File: src/rtl/ps2_key_events_pkg.sv
// Shared PS/2 decoder definitions: FSM states, protocol byte constants and
// the layout of a key event.
package ps2_pkg;

  typedef enum logic [1:0] {
    ST_IDLE    = 2'd0,
    ST_EXT     = 2'd1,
    ST_BRK     = 2'd2,
    ST_EXT_BRK = 2'd3
  } ps2_state_e;

  localparam logic [7:0] PS2_EXT = 8'hE0;
  localparam logic [7:0] PS2_BRK = 8'hF0;

  // Keyboard status/ack bytes that carry no key information.
  localparam int NUM_DISCARD = 6;
  localparam logic [NUM_DISCARD*8-1:0] DISCARD_CODES =
    {8'h00, 8'hAA, 8'hEE, 8'hFA, 8'hFE, 8'hFF};

  localparam int EV_W   = 10;
  localparam int EV_BRK = 9;
  localparam int EV_EXT = 8;

  function automatic logic is_discard(input logic [7:0] b);
    logic hit;
    hit = 1'b0;
    for (int i = 0; i < NUM_DISCARD; i++) begin
      if (b == DISCARD_CODES[8*i +: 8]) hit = 1'b1;
    end
    return hit;
  endfunction

endpackage

File: src/rtl/key_event_fifo.sv
// First-word-fall-through FIFO; the head entry is visible on pop_data while
// not empty, and a pop plus push on a full FIFO both succeed.
module key_event_fifo #(
  parameter int W     = 10,
  parameter int DEPTH = 8,
  localparam int AW   = $clog2(DEPTH),
  localparam int CW   = AW + 1
) (
  input  logic          clk,
  input  logic          rst_n,
  input  logic          push,
  input  logic [W-1:0]  push_data,
  input  logic          pop,
  output logic [W-1:0]  pop_data,
  output logic          full,
  output logic          empty,
  output logic [CW-1:0] count
);

  logic [W-1:0]  mem [DEPTH];
  logic [AW-1:0] wr_ptr;
  logic [AW-1:0] rd_ptr;
  logic          do_push;
  logic          do_pop;

  assign empty   = (count == '0);
  assign full    = (count == CW'(DEPTH));
  assign do_pop  = pop && !empty;
  assign do_push = push && (!full || do_pop);

  // Masked so the head reads zero when nothing is queued.
  assign pop_data = empty ? '0 : mem[rd_ptr];

  always_ff @(posedge clk) begin
    if (do_push) mem[wr_ptr] <= push_data;
  end

  always_ff @(posedge clk or negedge rst_n) begin
    if (!rst_n) begin
      wr_ptr <= '0;
      rd_ptr <= '0;
      count  <= '0;
    end else begin
      if (do_push) wr_ptr <= wr_ptr + 1'b1;
      if (do_pop)  rd_ptr <= rd_ptr + 1'b1;
      count <= count + CW'(do_push) - CW'(do_pop);
    end
  end

endmodule

File: src/rtl/ps2_key_events.sv
// PS/2 scancode decoder: assembles make/break/extended byte sequences into
// 10-bit events, buffers them and tracks held state for mapped keys.
//   state      | meaning
//   ST_IDLE    | no prefix seen
//   ST_EXT     | 0xE0 seen
//   ST_BRK     | 0xF0 seen
//   ST_EXT_BRK | 0xE0 0xF0 seen
module ps2_key_events
  import ps2_pkg::*;
#(
  parameter int                    FIFO_DEPTH  = 8,
  parameter int                    NUM_KEYS    = 4,
  parameter logic [NUM_KEYS*9-1:0] KEY_MAP     = {9'h0_23, 9'h0_1B, 9'h0_1C, 9'h0_1D},
  parameter int                    TIMEOUT_CYC = 50_000_000
) (
  input  logic                          CLK,
  input  logic                          RST,
  input  logic [7:0]                    received_data,
  input  logic                          received_data_en,
  input  logic                          rd_en,
  output logic [EV_W-1:0]               rd_data,
  output logic                          rd_valid,
  output logic [$clog2(FIFO_DEPTH):0]   count,
  output logic                          overflow,
  input  logic                          clr_overflow,
  output logic [NUM_KEYS-1:0]           key_down
);

  // Down-counter loaded on every byte; expiring at zero puts the FSM back in
  // IDLE exactly TIMEOUT_CYC cycles after that byte.
  localparam int TMR_W = (TIMEOUT_CYC > 2) ? $clog2(TIMEOUT_CYC) : 1;
  localparam logic [TMR_W-1:0] TMR_LOAD = TMR_W'(TIMEOUT_CYC - 2);

  ps2_state_e       state;
  ps2_state_e       state_nxt;
  logic [TMR_W-1:0] tmr;
  logic [TMR_W-1:0] tmr_nxt;
  logic             emit;
  logic [EV_W-1:0]  ev;
  logic             fifo_full;
  logic             fifo_empty;
  logic             drop;

  always_ff @(posedge CLK or negedge RST) begin
    if (!RST) begin
      state <= ST_IDLE;
      tmr   <= '0;
    end else begin
      state <= state_nxt;
      tmr   <= tmr_nxt;
    end
  end

  always_comb begin
    state_nxt = state;
    tmr_nxt   = tmr;
    emit      = 1'b0;
    ev        = '0;
    if (received_data_en) begin
      tmr_nxt = TMR_LOAD;
      unique case (state)
        ST_IDLE: begin
          if (received_data == PS2_EXT)       state_nxt = ST_EXT;
          else if (received_data == PS2_BRK)  state_nxt = ST_BRK;
          else if (!is_discard(received_data)) begin
            emit = 1'b1;
            ev   = {1'b0, 1'b0, received_data};
          end
        end
        ST_EXT: begin
          if (received_data == PS2_BRK)       state_nxt = ST_EXT_BRK;
          else if (received_data != PS2_EXT) begin
            state_nxt = ST_IDLE;
            emit      = 1'b1;
            ev        = {1'b0, 1'b1, received_data};
          end
        end
        ST_BRK, ST_EXT_BRK: begin
          state_nxt = ST_IDLE;
          if (received_data != PS2_EXT && received_data != PS2_BRK) begin
            emit = 1'b1;
            ev   = {1'b1, (state == ST_EXT_BRK), received_data};
          end
        end
        default: state_nxt = ST_IDLE;
      endcase
    end else if (state != ST_IDLE) begin
      if (tmr == '0) state_nxt = ST_IDLE;
      else           tmr_nxt   = tmr - 1'b1;
    end
    if (state_nxt == ST_IDLE) tmr_nxt = '0;
  end

  key_event_fifo #(
    .W     (EV_W),
    .DEPTH (FIFO_DEPTH)
  ) u_fifo (
    .clk       (CLK),
    .rst_n     (RST),
    .push      (emit),
    .push_data (ev),
    .pop       (rd_en),
    .pop_data  (rd_data),
    .full      (fifo_full),
    .empty     (fifo_empty),
    .count     (count)
  );

  assign rd_valid = !fifo_empty;
  assign drop     = emit && fifo_full && !rd_en;

  always_ff @(posedge CLK or negedge RST) begin
    if (!RST) begin
      overflow <= 1'b0;
    end else if (drop) begin
      overflow <= 1'b1;
    end else if (clr_overflow) begin
      overflow <= 1'b0;
    end
  end

  // Held-key state follows every decoded event, even one the FIFO dropped.
  always_ff @(posedge CLK or negedge RST) begin
    if (!RST) begin
      key_down <= '0;
    end else if (emit) begin
      for (int i = 0; i < NUM_KEYS; i++) begin
        if (KEY_MAP[9*i +: 9] == ev[EV_EXT:0]) key_down[i] <= !ev[EV_BRK];
      end
    end
  end

endmodule

File: config.mk
export PLATFORM = sky130hd
export DESIGN_NAME = ps2_key_events
export DESIGN_NICKNAME = d
export VERILOG_FILES = /design/src/rtl/ps2_key_events_pkg.sv /design/src/rtl/key_event_fifo.sv /design/src/rtl/ps2_key_events.sv
export SDC_FILE = /design/constraint.sdc
export NUM_CORES = 1
export LEC_CHECK = 0
export BUFFER_PORTS_ARGS = -buffer_cell sky130_fd_sc_hd__buf_2
export CORE_UTILIZATION = 50
export DETAILED_ROUTE_END_ITERATION = 12
export PLACE_DENSITY = 0.7
export REMOVE_ABC_BUFFERS = 1
export SYNTH_ARGS = -nofsm -noshare
export SYNTH_HDL_FRONTEND = slang
export SYNTH_HIERARCHICAL = 1
export SYNTH_SLANG_ARGS = --single-unit
File: constraint.sdc
create_clock -name CLK -period 2.4 [get_ports CLK]
set_input_delay 0 -clock CLK [delete_from_list [all_inputs] [get_ports CLK]]
set_output_delay 0 -clock CLK [all_outputs]
set_load 0.01 [all_outputs]
==> metrics.cfg <==
[status]
outcome=finished, final reports clean

[global_route]
grt_pass1_wl_um=18170
gr-total-overflow=0
grt_use_total_pct=21.64
grt_pass1_vias=3483
antenna_found_initial=0
grt_max_degree=44

[critical_path]
worstPathRequired_ns=2.77
path_max_fanout=10
crit_path_end_kind=flip-flop
critical_path_class=flip-flop to flip-flop
slowest_stage=or4_4
crit_buf_inv=1
cp-start-kind=flip-flop
slowest_delay_ns=0.58
cp_top_family=simple AND/OR/NAND/NOR gates
path_cells=or4_4, or4_1, buf_4, nor4_2, xnor2_1, o21ai_1
rrSetupSlack_ns=0.15
worstPathArrival_ns=2.62

[clock_network]
numCtsBuffers=17
path_clk_slew_ns=0.06
cts.sinks=123
cts_tree=built
cts_root_buf=clkbuf_8
cts.path.max_buffers=2
clk_latency_ns=0.51
htree_num_levels=4

[floorplan]
die_y_um=107.0
start_util_pct=52.41
die_width_um=107.0
io_pins=33
rows=37
core_area_um2=10510
die-area_um2=11440

[logic_synthesis]
netlist-cell-type-count=55
ys_async_sr_fraction_pct=34.96
synth.top_cell.area_share_pct=43.62
synth_top_cell_by_area=edfxtp_1
synth_area_leaders=edfxtp_1, dfrtp_1, mux4_2
synth-main-ff-cell=edfxtp_1
syn_area_um2=5508
ys_warn_count=6
synth-seq-cells=123
syn_avg_cell_area_um2=15.05
seq_area_frac_synth_pct=63.15
netlist_instances=366
synth_edf_count=80

[power_and_ir_drop]
leakage_uw=0.002863
power_density_nw_per_um2=1075
vdd_drop_max_mv=0.6609

[cells_and_area]
fin_nets=469
syn_to_final_growth_pct=23.22
nFillCells=755
fin_area_um2=6787
num_antenna_cells=0
drive_gt1_share_pct=30.07

[timing]
slew_viol_final=0
period_share_pct=93.84
fin_worst_skew_ns=0.008463
period_minus_slack_ns=2.252
worst_pin_slew_ns=0.9755
final-hold-violation-count=0
fmax_ghz=0.4440
setup_viol=0
slew_headroom_pct=34.96
hold_ws_ns=0.06221
rsz0062_at_grt=false

[hold_path]
min_path_type=input pin to flip-flop

[route]
wl_per_cell_um=18.61
drcViolationCount=0
drtIter0Drc=203
vias=3353
avgViaCountPerCell=5.635
drtAntennaViolNets=0
wl_um=11080
drtPass1Iterations=5

[place]
numPortBuffers=32
dpl_cell_area_um2=6010
hpwl_um=6953
globalplace.congestion=0.8228

[job]
cap_violations=0

[worst register-to-register path, delay by kind of cell (launching register included)]
kind / cells / cell delay (ns)
AND/OR/NAND/NOR: 3 / 1.24
flip-flops: 1 / 0.42
buffers and inverters: 1 / 0.21
XOR/XNOR: 1 / 0.16
AO/OA/AOI/OAI: 1 / 0.08
[sequential cells by signal (all words and copies together) (netlist names)]
signal	cells
key_down	4
overflow	1
state	2
tmr	26
u_fifo/count	4
u_fifo/mem	80
u_fifo/rd_ptr	3
u_fifo/wr_ptr	3
[cell usage after synthesis, types with 4 or more instances]
cell type and instances:
nand2_1 10, nor4_1 7, nor3_1 12, mux4_2 15
edfxtp_1 80, a21oi_1 13, a22o_1 11, clkbuf_1 4
inv_1 15, dfrtp_1 43, nand2b_1 5, or3_1 7
xnor2_1 22, o21ai_0 12, nor2_1 18, and2_1 8
ha_1 9, buf_6 4, xor2_1 7, mux4_1 5
buf_2 4, nand3_1 5
[final timing paths]
check / startpoint / endpoint / cells after the start
max: tmr[8] / tmr[22] / 6
min: received_data[7] / u_fifo/mem[6][7] / 2
max reg2reg: tmr[8] / tmr[22] / 6
min reg2reg: tmr[0] / tmr[0] / 1
max in group asynchronous: RST / key_down[0] / 2
min in group asynchronous: RST / tmr[4] / 2
[cell type report]
cell class | instances | area, µm² | area share, %
clock inverters | 15 | 207.7 | 3.060
flip-flops and latches | 123 | 3478 | 51.25
repair buffers | 74 | 530.5 | 7.817
inverters | 15 | 56.30 | 0.8296
clock buffers | 17 | 414.1 | 6.103
well taps | 136 | 170.2 | 2.507
multi-input cells | 215 | 1929 | 28.43
[cells by family (layout without fill, tap and decap cells)]
| group | count (synthesis) | count (layout) | synth area share [%] |
|---|---|---|---|
| xor+xnor | 29 | 29 | 4.611 |
| compound gates | 51 | 51 | 6.247 |
| fa+ha+maj | 10 | 10 | 2.408 |
| buf+inv | 28 | 121 | 2.567 |
| flops | 123 | 123 | 63.15 |
| simple gates | 100 | 100 | 11.43 |
| mux | 25 | 25 | 9.586 |
[layout by cell type, fill, tap and decap left out, drive strengths merged, types with 4 or more instances in the layout]
| cell type | count |
|---|---|
| nand2 | 10 |
| or3 | 7 |
| clkinv | 4 |
| mux4 | 20 |
| edfxtp | 80 |
| bufinv | 4 |
| ha | 9 |
| a22o | 11 |
| nand2b | 5 |
| and2 | 8 |
| clkbuf | 17 |
| dlygate4sd3 | 12 |
| mux2 | 4 |
| nor4 | 11 |
| a21oi | 13 |
| nor3 | 14 |
| buf | 62 |
| nor2 | 20 |
| or4 | 6 |
| o21ai | 16 |
| xor2 | 7 |
| dfrtp | 43 |
| nand3 | 5 |
| inv | 22 |
| xnor2 | 22 |
[layer usage]
layer | up-vias | share of wire [%] | track usage [%]
li1 | 1566 | - | -
met1 | 1685 | 42 | 26.26
met2 | 90 | 52 | 36.68
met3 | 12 | 5.0 | 6.383
met4 | 0 | 0.84 | 7.828
met5 | - | 0 | 0
[metrics by stage]
stage          util (%)  instances  power (µW)  worst slack [ns]  setup TNS, ns
2_1_floorplan         -        353        3939           -0.1627         -1.627
3_3_place_gp      57.19        551        4571            0.1847              0
3_5_place_dp      57.19        551        4634           0.07459              0
4_1_cts           64.25        595        7358         0.0005413              0
6_report          64.58        595        7298            0.1479              0
5_1_grt           64.58        595        7643           0.01141              0
[report_power, final]
part / total (µW) / switching [µW] / internal [µW]
registers: 2720 / 159 / 2560
clock network: 2680 / 972 / 1710
logic: 1900 / 959 / 939
total: 7300 / 2090 / 5210
[timing repair]
| item | CTS | global route |
|---|---|---|
| buffers inserted | 0 | 0 |
| endpoints found under the setup margin | 0 | 87 |
| gates resized for setup | 0 | 11 |
| hold buffers | 12 | 0 |
| endpoints found under the hold margin | 67 | 0 |
Power figures use the tool's default switching activity.
